--- src/rtl/spike_packet_injector.sv ---
// Spike event FIFO feeding a two-phase bundled-data request/ack port (switch L1 input).
// Optional macro INJ_DROP_ZERO_MASK_EN: zero-mask packets are discarded and counted on drop_count.
module spike_packet_injector #(
  parameter int MSG_W     = 10,
  parameter int ADDR_W    = 5,
  parameter int DATA_W    = MSG_W + ADDR_W,
  parameter int DEPTH     = 8,
  parameter int SETUP_CYC = 2
) (
  input  logic              clk,
  input  logic              rst,
  input  logic              in_valid,
  output logic              in_ready,
  input  logic [MSG_W-1:0]  in_msg,
  input  logic [ADDR_W-1:0] in_mask,
  output logic              ReqOut,
  output logic [DATA_W-1:0] DataOut,
  input  logic              AckOut,
  output logic              busy,
`ifdef INJ_DROP_ZERO_MASK_EN
  output logic [7:0]        drop_count,
`endif
  output logic [15:0]       sent_count
);

  localparam int AW    = $clog2(DEPTH);
  localparam int PTR_W = AW + 1;
  localparam int CNT_W = $clog2(SETUP_CYC + 1);

  typedef enum logic [1:0] {
    IDLE     = 2'd0,
    SETUP    = 2'd1,
    WAIT_ACK = 2'd2
  } state_t;

  state_t             state_r;
  state_t             state_nxt_s;
  logic [DATA_W-1:0]  mem_r [DEPTH];
  logic [PTR_W-1:0]   wr_ptr_r;
  logic [PTR_W-1:0]   rd_ptr_r;
  logic [PTR_W-1:0]   wr_ptr_nxt_s;
  logic [PTR_W-1:0]   rd_ptr_nxt_s;
  logic [PTR_W-1:0]   count_nxt_s;
  logic [CNT_W-1:0]   cnt_r;
  logic [CNT_W-1:0]   cnt_nxt_s;
  logic               in_ready_r;
  logic               busy_r;
  logic               req_r;
  logic [DATA_W-1:0]  data_r;
  logic               ack_meta_r;
  logic               ack_sync_r;
  logic [15:0]        sent_r;
  logic               push_s;
  logic               pop_s;
  logic               load_s;
  logic               toggle_s;
  logic               sent_inc_s;
  logic               empty_s;
  logic               zero_mask_s;
  logic [DATA_W-1:0]  head_s;

  // FIFO status, head entry and next pointer values
  always_comb begin
    push_s  = in_valid && in_ready_r;
    empty_s = (wr_ptr_r == rd_ptr_r);
    head_s  = mem_r[rd_ptr_r[AW-1:0]];
`ifdef INJ_DROP_ZERO_MASK_EN
    zero_mask_s = (head_s[ADDR_W-1:0] == {ADDR_W{1'b0}});
`else
    zero_mask_s = 1'b0;
`endif
    if (push_s) begin
      wr_ptr_nxt_s = wr_ptr_r + PTR_W'(1'b1);
    end else begin
      wr_ptr_nxt_s = wr_ptr_r;
    end
    if (pop_s) begin
      rd_ptr_nxt_s = rd_ptr_r + PTR_W'(1'b1);
    end else begin
      rd_ptr_nxt_s = rd_ptr_r;
    end
    count_nxt_s = wr_ptr_nxt_s - rd_ptr_nxt_s;
  end

  // Handshake FSM: next state and per-cycle control strobes
  always_comb begin
    state_nxt_s = state_r;
    cnt_nxt_s   = cnt_r;
    pop_s       = 1'b0;
    load_s      = 1'b0;
    toggle_s    = 1'b0;
    sent_inc_s  = 1'b0;
    case (state_r)
      IDLE: begin
        if (!empty_s) begin
          pop_s = 1'b1;
          if (zero_mask_s) begin
            state_nxt_s = IDLE;
          end else begin
            load_s      = 1'b1;
            cnt_nxt_s   = {CNT_W{1'b0}};
            state_nxt_s = SETUP;
          end
        end else begin
          state_nxt_s = IDLE;
        end
      end
      SETUP: begin
        cnt_nxt_s = cnt_r + CNT_W'(1'b1);
        if (cnt_nxt_s == CNT_W'(SETUP_CYC)) begin
          toggle_s    = 1'b1;
          state_nxt_s = WAIT_ACK;
        end else begin
          state_nxt_s = SETUP;
        end
      end
      WAIT_ACK: begin
        if (ack_sync_r == req_r) begin
          sent_inc_s = 1'b1;
          if (!empty_s && !zero_mask_s) begin
            pop_s       = 1'b1;
            load_s      = 1'b1;
            cnt_nxt_s   = {CNT_W{1'b0}};
            state_nxt_s = SETUP;
          end else if (!empty_s) begin
            // zero-mask head after a completion is discarded on the way back to IDLE
            pop_s       = 1'b1;
            state_nxt_s = IDLE;
          end else begin
            state_nxt_s = IDLE;
          end
        end else begin
          state_nxt_s = WAIT_ACK;
        end
      end
      default: begin
        state_nxt_s = IDLE;
      end
    endcase
  end

  // FIFO storage write port
  always_ff @(posedge clk) begin
    if (push_s) begin
      mem_r[wr_ptr_r[AW-1:0]] <= {in_msg, in_mask};
    end
  end

  // Control state, ack synchroniser and registered outputs
  always_ff @(posedge clk) begin
    if (rst) begin
      state_r    <= IDLE;
      cnt_r      <= {CNT_W{1'b0}};
      wr_ptr_r   <= {PTR_W{1'b0}};
      rd_ptr_r   <= {PTR_W{1'b0}};
      in_ready_r <= 1'b1;
      busy_r     <= 1'b0;
      req_r      <= 1'b0;
      data_r     <= {DATA_W{1'b0}};
      ack_meta_r <= 1'b0;
      ack_sync_r <= 1'b0;
      sent_r     <= 16'd0;
    end else begin
      state_r    <= state_nxt_s;
      cnt_r      <= cnt_nxt_s;
      wr_ptr_r   <= wr_ptr_nxt_s;
      rd_ptr_r   <= rd_ptr_nxt_s;
      in_ready_r <= (count_nxt_s != PTR_W'(DEPTH));
      busy_r     <= (count_nxt_s != {PTR_W{1'b0}}) || (state_nxt_s != IDLE);
      ack_meta_r <= AckOut;
      ack_sync_r <= ack_meta_r;
      if (load_s) begin
        data_r <= head_s;
      end
      if (toggle_s) begin
        req_r <= ~req_r;
      end
      if (sent_inc_s) begin
        sent_r <= sent_r + 16'd1;
      end
    end
  end

`ifdef INJ_DROP_ZERO_MASK_EN
  logic [7:0] drop_r;

  // Saturating count of discarded zero-mask packets (a pop without a load)
  always_ff @(posedge clk) begin
    if (rst) begin
      drop_r <= 8'd0;
    end else if (pop_s && !load_s && (drop_r != 8'hFF)) begin
      drop_r <= drop_r + 8'd1;
    end
  end

  assign drop_count = drop_r;
`endif

  assign in_ready   = in_ready_r;
  assign busy       = busy_r;
  assign ReqOut     = req_r;
  assign DataOut    = data_r;
  assign sent_count = sent_r;

endmodule

--- config.mk ---
export PLATFORM = sky130hd
export DESIGN_NAME = spike_packet_injector
export DESIGN_NICKNAME = d
export VERILOG_FILES = /design/src/rtl/spike_packet_injector.sv
export SDC_FILE = /design/constraint.sdc
export NUM_CORES = 1
export LEC_CHECK = 0
export CORE_MARGIN = 2
export CORE_UTILIZATION = 35
export CTS_CLUSTER_SIZE = 30
export DETAILED_ROUTE_END_ITERATION = 10
export DONT_BUFFER_PORTS = 1
export GPL_TIMING_DRIVEN = 0
export PLACE_DENSITY = 0.5
export SYNTH_ARGS = -nofsm -noshare
export SYNTH_HDL_FRONTEND = slang
export SYNTH_SLANG_ARGS = --single-unit
--- constraint.sdc ---
create_clock -name clk -period 7.8 [get_ports clk]
set_input_delay 0.39 -clock clk [delete_from_list [all_inputs] [get_ports clk]]
set_output_delay 0.39 -clock clk [all_outputs]
set_load 0.02 [all_outputs]
-- After elaboration in Yosys (flattened, before gate mapping)
Memory sizes are Yosys's and may differ from the RTL's. A register that Yosys moved wholly into a read port is not among the register bits.
Cells that the tools add are included.
- register bits: 33
- RAM bits: 120
- logic and storage cells: 49
- output and inout port bits: 34
- input bits: 19
- memories kept: 1
- memory list (memory ; words ; width ; read ports ; clocked after Yosys merged registers in ; write ports ; line ; text):
    mem_r ; 8 ; 15 ; 1 ; 1 ; 1 ; 38 ; logic [DATA_W-1:0] mem_r [DEPTH];
- reduce and logical (&&, ||, !) cells: 7
- equality and inequality tests: 7
- bitwise gates (word level): 1
- add/sub/neg operators: 5
- muxes and demuxes: 18
- operators with widths (operator ; count):
    $add A16 B1 Y16 const B ; 1
    $pmux W2 S3 ; 2
    $mux W1 ; 9
    $add A4 B1 Y4 const B ; 2
    $mux W2 ; 4
    $mux W4 ; 2
    $eq A2 B2 Y1 const B ; 2
    $eq A4 B4 Y1 ; 1
    $ne A4 B4 Y1 const B ; 1
    $reduce_bool A4 Y1 ; 1
    $sub A4 B4 Y4 ; 1
    $reduce_bool A3 Y1 ; 1
    $add A2 B1 Y2 const B ; 1
    $eq A2 B1 Y1 const B ; 1
    $logic_not A2 Y1 ; 1
    $ne A2 B2 Y1 const B ; 1
    $pmux W1 S2 ; 1
    $reduce_and A2 Y1 ; 1
    $reduce_bool A2 Y1 ; 1
    $eq A1 B1 Y1 ; 1
    $logic_and A1 B1 Y1 ; 1
    $logic_or A1 B1 Y1 ; 1
    $not A1 Y1 ; 1

-- Depth between registers and ports, before layout
Gate-level depths: netlist of the first run.
- depth after elaboration: 8
- mapped depth: 12
- gate-level depth less buffers: 10

-- Worst setup path after synthesis of the first run
No wires, ideal clock.
- path type: flip-flop to flip-flop
- from: register rd_ptr_r[0]
- to: register in_ready_r (netlist: in_ready)
- cell stages (with the launch flop): 13
- library setup time: 0.072 ns
- data required time: 7.728 ns
- slack: 5.063 ns
- arrival: 2.665 ns
- cell sequence: dfxtp_1 > buf_6 > xor2_1 > or4_4 > and2_1 > buf_6 > mux2i_1 > ha_1 > nand2_1 > o21a_1 > or3_1 > and3b_1 > mux2i_1
- cells in the longest elaborated chain, start to end: 7
- ends and longest elaborated chain (what ; line ; text):
    from (decl) ; 40 ; logic [PTR_W-1:0] rd_ptr_r;
    from (signal assigned) ; 155 ; rd_ptr_r <= {PTR_W{1'b0}};
    from (signal assigned) ; 167 ; rd_ptr_r <= rd_ptr_nxt_s;
    $eq A4 B4 Y1 ; 65 ; empty_s = (wr_ptr_r == rd_ptr_r);
    $mux W1 (2 in a row) ; - ;
    $pmux W1 S2 ; - ;
    $mux W4 * ; 77 ; if (pop_s) begin
    $sub A4 B4 Y4 * ; 82 ; count_nxt_s = wr_ptr_nxt_s - rd_ptr_nxt_s;
    $ne A4 B4 Y1 * ; 168 ; in_ready_r <= (count_nxt_s != PTR_W'(DEPTH));
    to (signal assigned) ; 168 ;
    to (decl) ; 46 ; logic in_ready_r;
Every way passes the cells marked *; elsewhere a longest branch is shown, timed or not.
A chain may end at the register's enable or synchronous reset.

-- Worst setup path after layout of the first run
- from: register rd_ptr_r[2]
- to: register in_ready_r (netlist: in_ready)
Same word-level chain as after synthesis.

==> results of run 1 <==
cell families after synthesis:
| family | Yosys count |
|---|---|
| buffers and inverters | 22 |
| muxes | 33 |
| AOI/OAI and AO/OA | 27 |
| and+or+nand+nor | 135 |
| DFF | 168 |
| adders and majority gates | 7 |
| xor gates and xnor gates | 29 |
cell usage in the layout, fill, tap and decap left out, types with 2 or more instances in the layout:
master,Yosys,layout
o21ai_0,2,2
nand3_1,10,10
inv_6,0,5
o21a_1,2,2
buf_2,5,5
and4_1,4,4
clkbuf_16,0,17
nor2b_1,5,5
mux4_2,30,30
inv_8,0,4
a311oi_2,15,15
nand4_1,2,2
xor2_1,21,21
nand2_1,26,26
mux2i_1,2,2
buf_8,0,3
nand2b_1,21,21
and2_1,2,2
nor2_2,0,6
and3_1,4,4
nor3_1,5,3
edfxtp_1,120,120
clkbuf_1,10,10
xnor2_1,8,8
a21oi_1,6,6
buf_6,4,6
clkinv_4,0,2
nor2_1,49,43
or2_2,2,2
nor3_2,0,2
buf_16,0,4
ha_1,7,7
dfxtp_1,48,48
report_power, final:
part	switching [mW]	total, mW	internal [mW]	leakage [nW]
sequential	0.0860	1.13	1.04	1.48
clock	0.367	0.829	0.462	0.290
combinational	0.345	0.630	0.286	0.809
metrics by stage:
| stage | area, um2 | cells | utilization (%) | total power [mW] |
|---|---|---|---|---|
| 2_1_floorplan | 6690 | 421 | - | 1.61 |
| 3_3_place_gp | 6980 | 655 | 37.3 | 1.77 |
| 3_5_place_dp | 7190 | 664 | 38.4 | 1.79 |
| 4_1_cts | 7770 | 696 | 41.6 | 2.63 |
| 5_1_grt | 7770 | 696 | 41.6 | 2.72 |
| 6_report | 7770 | 696 | 41.6 | 2.59 |
worst max-delay path, delay by kind of cell (launching register included):
family | cells | cell delay, ns
compound gates | 1 | 0.20
xor+xnor | 1 | 0.12
simple gates | 5 | 1.21
mux | 2 | 0.27
fa+ha+maj | 1 | 0.38
flops | 1 | 0.31
buf+inv | 2 | 0.47
layer usage:
metal	up-vias	wire, um	GRT usage, %
met3	12	833	5.85
met1	1777	5780	16.7
met4	0	123	4.32
met2	59	7400	26.4
met5	-	0	0
li1	1645	-	-
cell type report:
| type | count | area share, % |
|---|---|---|
| plain buffers | 21 | 1.53 |
| clock buffers | 18 | 5.65 |
| clock inverters | 14 | 1.92 |
| inverters | 1 | 0.0483 |
| multi-input cells | 231 | 26.1 |
| flip-flops and latches | 168 | 58.7 |
| well taps | 234 | 3.77 |
| repair buffers | 9 | 2.29 |
Yosys cell counts (all sizes together), types with 2 or more instances:
cell type and count:
edfxtp 120, nor2 49, dfxtp 48, mux4 30, nand2 26, nand2b 21
xor2 21, a311oi 15, buf 11, clkbuf 10, nand3 10, xnor2 8
ha 7, a21oi 6, nor2b 5, nor3 5, and3 4, and4 4
and2 2, mux2i 2, nand4 2, o21a 2, o21ai 2, or2 2
state kept, by name (all words and copies together), names as in the netlist, 2 cells and up:
register,flops
cnt_r,2
rd_ptr_r,4
state_r,2
sent_count,16
DataOut,15
mem_r,120
wr_ptr_r,4
worst paths after layout:
check / startpoint / endpoint / slack (ns) / cells past startpoint
min reg2reg: ack_meta_r / ack_sync_r / 0.44 / 1
max reg2reg: rd_ptr_r[2] / in_ready / 4.77 / 12
min: in_msg[9] / mem_r[5][14] / 0.06 / 0
max: rd_ptr_r[2] / in_ready / 4.77 / 12
==> metrics.txt, run 1 <==
Ports=53; pwr dens=333 nW/um2; Primary FF master, synth=edfxtp_1; DP HPWL=9530 um; adder and majority cell fraction of the synthesized area=1.31%; RSZ-0062 raised after global routing=false; DR pass1 iterations=6; Hold Path Class=in -> reg; Final min period=3.03 ns; DRC viols=0; CP endpoint kind=flip-flop; Post-Route WL=14100 um; CP max FO=6; Synth Area in Compound Gates=4.41%; antenna violations before repair=0; skew final=0.00957 ns; Setup Buffers After CTS=0; first-pass GRT wire length=21600 um; Post-synth EDFFs=120; gp weighted congestion=0.703; largest net degree at the start of global routing=18; max incr delay on CP=0.46 ns; CTS sink cnt=168; Max Cap Viol=0; final hold vios=0; die area=20200 um2; Resize count post-CTS=0; Synth Area in XOR/XNOR=3.80%; number of vias per cell=5.02; PortBufs=0; core area=18700 um2; CP Cell Sequence=clkbuf_1 -> xor2_1 -> or4_4 -> and2_1 -> buf_6 -> mux2i_1 -> ha_1 -> nand2_1 -> o21a_1 -> or3_1 -> and3b_1 -> mux2i_1; CTS tree=yes; Root Buffer=clkbuf_16; CTS HTree Levels=4; die width=142 um; Post-Syn Nets=447; Antenna diodes=0; leakage=2.58 nW; Slew HR=38.0%; Distinct cells, synth=36; status=completed; data required time of the critical path=8.16 ns; Worst VDD drop=0.000167 V; antenna-violating nets left=0; leading area contributor after synthesis=edfxtp_1; top cells by area, synth=edfxtp_1 (54%), dfxtp_1 (14%), mux4_2 (10%), a311oi_2 (3.4%), nor2_1 (2.7%); CP dominant cell by count=mux2i_1; mapped cell area=6690 um2; YS warnings=0; Tcrit/Tclk final=38.8%; slowest CP cell=or4_4; clk slew on worst S/H paths=0.07 ns; CTS Hold Bufs=0; Site Rows=50; Final Max Slew Viols=0; Multi-input gate area=2030 um2; post-synthesis mux area share=10.6%; total grt overflow=0; post-route setup slack=4.77 ns; die height=142 um; main combinational cell family by area after synthesis=multiplexers; Yosys top cell area share=53.9%; Syn Inst Count=421; Hold Slack=0.0558 ns; total CTS buffers=17; #FFs+latches synth=168; vias in the first global route=3708; Initial Utilization=35.8%; Peak Freq=330 MHz; detailed-route via count=3493; Syn Area/Cell=15.9 um2; Final setup viols=0; DP Worst Slack=4.81 ns; sequential cell area=4560 um2; worst path arrival time=3.38 ns; clock buffer depth=2; final net count=475; share of layout cells above drive strength 1=23.4%; worst setup path category=reg -> reg; Clock Latency Late Sink=0.42 ns; startpoint types=flip-flop; DR WL/cell=20.3 um; Fillers=1684; fraction of registers with async set or reset after synthesis=0%; Slew @ Worst Pin=0.930 ns; GRT Util Overall=14.9%; post-synthesis simple-gate area fraction=9.86%; post-route setup TNS=0 ns; sequential share of the synthesized area=68.2%; Starting DRT DRC Count=218; synth-to-layout area growth=16.2%
Note: power is estimated with default switching activity, not from simulation.
==> run 2, diff against run 1 <==
--- a/config.mk
+++ b/config.mk
@@ -11,7 +11,7 @@
 export DETAILED_ROUTE_END_ITERATION = 10
 export DONT_BUFFER_PORTS = 1
 export GPL_TIMING_DRIVEN = 0
-export PLACE_DENSITY = 0.5
+export PLACE_DENSITY = 0.52
 export SYNTH_ARGS = -nofsm -noshare
 export SYNTH_HDL_FRONTEND = slang
 export SYNTH_SLANG_ARGS = --single-unit
==> constraint.sdc (replaced) <==
create_clock -name clk -period 2.7 [get_ports clk]
set_input_delay 0.135 -clock clk [delete_from_list [all_inputs] [get_ports clk]]
set_output_delay 0.135 -clock clk [all_outputs]
set_load 0.02 [all_outputs]
==> run 2 against run 1 <==
Effect of this change: the run now ends with setup timing left; hold slack lost 0.030 ns; die area stayed put; total power rose to 2.9 times the previous value; non-clock buffer count is 21 higher; global-route usage increased by 0.20 points.
==> metrics.txt, run 2 (same netlist as run 1, synthesis figures left out) <==
status=finished, violations left; failing checks=setup timing; Starting DRT DRC Count=180 (-17%); most frequent cells in the layout=edfxtp_1 (120), nor2_1 (43), dfxtp_1 (40), mux4_2 (30), nand2_1 (25); vias in the first global route=3777 (+1.9%); leakage=2.66 nW (+2.9%); pwr dens=946 nW/um2 (+180%); clk slew on worst S/H paths=0.06 ns (about the same); GRT Util Overall=15.1% (+0.20 points); Post-Route WL=14400 um (+2.1%); final net count=496 (+4.4%); clock buffer depth=2 (unchanged); Max Cap Viol=0 (unchanged); DR pass1 iterations=4 (-2); grt met1 use=18.2% (+1.5 points); DP HPWL=9520 um (-0.12%); antenna-violating nets left=0 (unchanged); Tcrit/Tclk final=102% (+63 points); Tot Pwr=7.59 mW (+190%); Initial Utilization=35.8% (unchanged); gp weighted congestion=0.745 (+5.9%); Peak Freq=365 MHz (+10%); Final Max Slew Viols=0 (unchanged); die width=142 um (unchanged); die area=20200 um2 (unchanged); PortBufs=0 (unchanged); worst setup path category=reg -> reg; share of layout cells above drive strength 1=27.5% (+4.2 points); CP max FO=3 (-3); Final setup viols=1 (+1); skew final=0.00738 ns (-0.00219 ns); largest net degree at the start of global routing=17 (-1); Clock Latency Late Sink=0.42 ns (about the same); worst path arrival time=3.10 ns (-0.28 ns); Fillers=1673 (-0.65%); total grt overflow=0 (unchanged); post-route core utilization=42.9% (+1.3 points); Slew HR=37.0% (-1.0 points); Site Rows=50 (unchanged); post-route setup TNS=-0.0421 ns (-0.0421 ns); die height=142 um (unchanged); GR Util met2=26.2% (-0.25 points); CTS HTree Levels=4 (unchanged); antenna violations before repair=0 (unchanged); Hold Path Class=in -> reg; CTS tree=yes; Worst VDD drop=0.000462 V (+180%); final hold vios=0 (unchanged); synth-to-layout area growth=19.9%; commonest non-fill, non-tap cell in the layout=edfxtp_1; post-route setup slack=-0.0421 ns (-4.81 ns); Root Buffer=clkbuf_16; Most Crowded Layer GR=met2; DR WL/cell=20.1 um (-0.92%); core area=18700 um2 (unchanged); detailed-route via count=3637 (+4.1%); Final min period=2.74 ns (-0.285 ns); number of vias per cell=5.07 (+1.1%); CTS sink cnt=168 (unchanged); Antenna diodes=0 (unchanged); Inst Count DP=663 (-0.15%); DRC viols=0 (unchanged); Ports=53 (unchanged); CP endpoint kind=flip-flop; startpoint types=flip-flop; first-pass GRT wire length=22100 um (+2.7%); RSZ-0062 raised after global routing=true; post-route insts no fill=717 (+3.0%); number of flip-flops in the largest register=120 (unchanged); routing usage on met3=5.01% (-0.84 points); Slew @ Worst Pin=0.945 ns (+0.0152 ns); data required time of the critical path=3.05 ns (-5.11 ns); total CTS buffers=17 (unchanged)
run 2: cell types whose count changed in the layout (fill, tap and decap cells not counted), moves of 3 or more:
cell	delta
inv_8	-4
buf_4	+9
buf_6	-3
dfxtp_4	+6
buf_8	+3
xor2_1	-3
dfxtp_1	-8
dlygate4sd3_1	+16
run 2: path summary, 6_finish.rpt:
| path | from | endpoint | slack [ns] | depth (start not counted) |
|---|---|---|---|---|
| setup / recovery | rd_ptr_r[3] | in_ready | -0.04 | 10 |
| hold / removal | in_valid | wr_ptr_r[0] | 0.03 | 3 |
| setup reg to reg | rd_ptr_r[3] | in_ready | -0.04 | 10 |
| hold reg to reg | ack_meta_r | ack_sync_r | 0.46 | 1 |
run 2: layout make-up:
class	count	area, um2	share of cell area [%]
Sequential cell	168	4590	57.2
Multi-Input combinational cell	231	2130	26.6
Clock buffer	19	433	5.40
Timing Repair Buffer	34	384	4.79
Tap cell	234	293	3.65
Clock inverter	13	93.8	1.17
Buffer	17	91.3	1.14
Inverter	1	3.75	0.0468
run 2: critical path: stages (launching register included):
cell and delay [ns]:
dfxtp_4 0.37, xor2_4 0.18, or4_4 0.53, and2_4 0.18, mux2i_4 0.19, ha_4 0.32
nand2_2 0.05, o21a_1 0.21, or3_4 0.34, and3b_1 0.17, mux2i_1 0.13
run 2: repair_timing:
item | 4_1_cts | 5_1_grt
gates cloned | 0 | 0
buffers inserted | 7 | 3
setup endpoints to repair | 2 | 2
endpoints found under the hold margin | 121 | 0
hold buffers | 16 | 0
pin swaps | 8 | 7
gates resized for setup | 12 | 19
run 2: report_power, final:
group          internal [mW]  switching [mW]  leakage (nW)
clock                   1.18            1.01         0.254
sequential              3.01           0.259          1.49
combinational           1.01            1.12         0.914
run 2: layer usage:
layer	up-vias	part of all wire [%]
li1	1683	-
met1	1874	43
met2	70	52
met3	10	5.0
met4	0	0.89
met5	-	0
run 2: stage by stage:
step / hold slack, ns / cell area, um2 / worst slack, ns
after global routing: 0.0475 / 8020 / -0.129
after CTS: 0.0193 / 7900 / -0.0890
final: 0.0253 / 8020 / -0.0421
after global placement: 0.234 / 6990 / -0.941
after detailed placement: 0.234 / 7160 / -0.313
after floorplan: 0.234 / 6690 / -0.0229
==> run 3, diff against run 2 <==
--- a/config.mk
+++ b/config.mk
@@ -11,6 +11,7 @@
 export DETAILED_ROUTE_END_ITERATION = 10
 export DONT_BUFFER_PORTS = 1
 export GPL_TIMING_DRIVEN = 0
+export HOLD_SLACK_MARGIN = 0.08
 export PLACE_DENSITY = 0.52
 export SYNTH_ARGS = -nofsm -noshare
 export SYNTH_HDL_FRONTEND = slang
==> run 3 against run 2 <==
Effect of this change: the flow still finishes with violations (setup timing); sequential power barely moved; clock skew grew 0.00055 ns; first-iteration DRC count grew 23%; cell count up 0.28%; global-route usage hardly changed; utilization rose by 0.11 points; combinational power hardly changed; worst setup slack worse by 0.0011 ns; count of clock-buffer cells in the layout unchanged; via count about the same; critical endpoint unchanged; largest cell class unchanged.
==> metrics.txt, run 3 (same netlist as run 1, synthesis figures left out) <==
skew final=0.00793 ns (+0.000550 ns); Hold Path Class=in -> reg; post-route insts no fill=719 (+0.28%); first-pass GRT wire length=22200 um (+0.12%); Tot Pwr=7.59 mW (about the same); Worst R2R Start=rd_ptr_r[3]; most frequent cells in the layout=edfxtp_1 (120), nor2_1 (43), dfxtp_1 (40), mux4_2 (30), nand2_1 (25); Final Max Slew Viols=0 (unchanged); leakage=2.66 nW (+0.31%); Worst Hold Path Cells=2 (-1); Root Buffer=clkbuf_16; Final min period=2.74 ns (+0.00107 ns); clock buffer depth=2 (unchanged); CTS HTree Levels=4 (unchanged); data required time of the critical path=3.05 ns (about the same); Clock Latency Late Sink=0.42 ns (about the same); DP HPWL=9520 um (unchanged); R2R depth=11 (+1); post-route setup slack=-0.0431 ns (-0.00107 ns); final net count=498 (+0.40%); DRC viols=0 (unchanged); Max Cap Viol=0 (unchanged); Min-Delay Endpoint=cnt_r[1]; Switching Power=2.38 mW (-0.25%); number of flip-flops in the largest register=120 (unchanged); Slew @ Worst Pin=0.955 ns (+0.0104 ns); worst setup path category=reg -> reg; share of layout cells above drive strength 1=27.4% (-0.11 points); Post-Route WL=14500 um (+0.26%); Tcrit/Tclk final=102% (about the same); cell-internal power=5.20 mW (about the same); CTS sink cnt=168 (unchanged); gp weighted congestion=0.745 (unchanged); Worst VDD drop=0.000462 V (about the same); FF-to-FF setup slack=-0.04 ns (about the same); Final setup viols=1 (unchanged); CTS tree=yes; failing checks=setup timing; Slew HR=36.3% (-0.69 points); synth-to-layout area growth=20.2%; core area=18700 um2 (unchanged); GRT Util Overall=15.2% (+0.022 points); Starting DRT DRC Count=221 (+23%); PortBufs=0 (unchanged); die area=20200 um2 (unchanged); vias in the first global route=3787 (+0.26%); Ports=53 (unchanged); CP endpoint kind=flip-flop; Hold Path Origin=rst; Site Rows=50 (unchanged); die width=142 um (unchanged); total CTS buffers=17 (unchanged); CP max FO=3 (unchanged); final hold vios=0 (unchanged); clk slew on worst S/H paths=0.06 ns (about the same); Inst Count DP=663 (unchanged); clock share of power=28.9% (about the same); DR pass1 iterations=4 (unchanged); post-route core utilization=43.0% (+0.11 points); number of vias per cell=5.06 (-0.20%); largest net degree at the start of global routing=17 (unchanged); Peak Freq=365 MHz (about the same); Fillers=1672 (-0.060%); post-route setup TNS=-0.0431 ns (-0.00107 ns); RSZ-0062 raised after global routing=true; total grt overflow=0 (unchanged); pwr dens=943 nW/um2 (-0.30%); commonest non-fill, non-tap cell in the layout=edfxtp_1; antenna-violating nets left=0 (unchanged); Antenna diodes=0 (unchanged); Comb pwr share=28.0% (about the same); worst path arrival time=3.10 ns (about the same); Initial Utilization=35.8% (unchanged); Sw Ratio=31.4% (-0.061 points); antenna violations before repair=0 (unchanged); die height=142 um (unchanged); DR WL/cell=20.1 um (about the same); Reg power frac=43.1% (about the same); startpoint types=flip-flop; detailed-route via count=3640 (+0.082%); r2r endpoint=in_ready; status=finished, violations left
-- run 3: cell types whose count changed in the layout (fill, tap and decap cells not counted) --
cell / before / now
dlygate4sd3_1: 16 / 18
-- run 3: through the flow --
step	area [um2]	setup WS [ns]	hold slack (ns)
final	8040	-0.0431	0.159
after detailed placement	7160	-0.313	0.234
after global routing	8040	-0.129	0.185
after CTS	7920	-0.0890	0.149
after global placement	6990	-0.941	0.234
after floorplan	6690	-0.0229	0.234
-- run 3: cell type report --
class	count	area [um2]	area share (%)
tap	234	293	3.64
inverter	1	3.75	0.0467
sequential	168	4590	57.1
clock buffer	19	433	5.38
timing repair buffer	36	404	5.03
buffer	17	91.3	1.14
multi-input combinational	231	2130	26.5
clock inverter	13	93.8	1.17
-- run 3: worst max-delay path: stages (launching register included) --
cell,delay [ns]
dfxtp_4,0.37
xor2_4,0.18
or4_4,0.53
buf_6,0.14
nand3_2,0.08
xor2_2,0.08
ha_1,0.37
nand2_2,0.07
o21a_1,0.21
or3_4,0.34
and3b_1,0.17
mux2i_1,0.13
-- run 3: timing repair --
action                                  CTS  global route
pin swaps                                 8             7
gates resized for setup                  12            19
buffers inserted                          7             3
hold endpoints to repair                124             0
endpoints found under the setup margin    2             2
hold buffers                             18             0
-- run 3: metal layers --
metal / track usage (%) / vias up / wire (um)
met1: 18.2 / 1869 / 6210
met5: 0 / - / 0
met2: 26.2 / 68 / 7360
li1: - / 1690 / -
met4: 3.95 / 0 / 191
met3: 5.01 / 13 / 702
-- run 3: worst max-delay path by stage --
stage / slack [ns] / depth (start not counted) / startpoint / endpoint
2_1_floorplan: -0.02 / 12 / rd_ptr_r[0] / in_ready
3_3_place_gp: -0.94 / 3 / in_ready / mem_r[0][5]
3_5_place_dp: -0.31 / 12 / rd_ptr_r[2] / in_ready
4_1_cts: -0.09 / 10 / rd_ptr_r[2] / in_ready
5_1_grt: -0.13 / 11 / rd_ptr_r[3] / in_ready
6_report: -0.04 / 11 / rd_ptr_r[3] / in_ready
-- run 3: power by group through the flow --
| stage | Combinational [mW] | Clock [mW] | Sequential (mW) |
|---|---|---|---|
| floorplan | 1.41 | 0 | 3.26 |
| global placement | 1.79 | 0 | 3.31 |
| detailed placement | 1.87 | 0 | 3.32 |
| CTS | 1.95 | 2.24 | 3.28 |
| global route | 2.31 | 2.35 | 3.30 |
| finish | 2.13 | 2.19 | 3.27 |
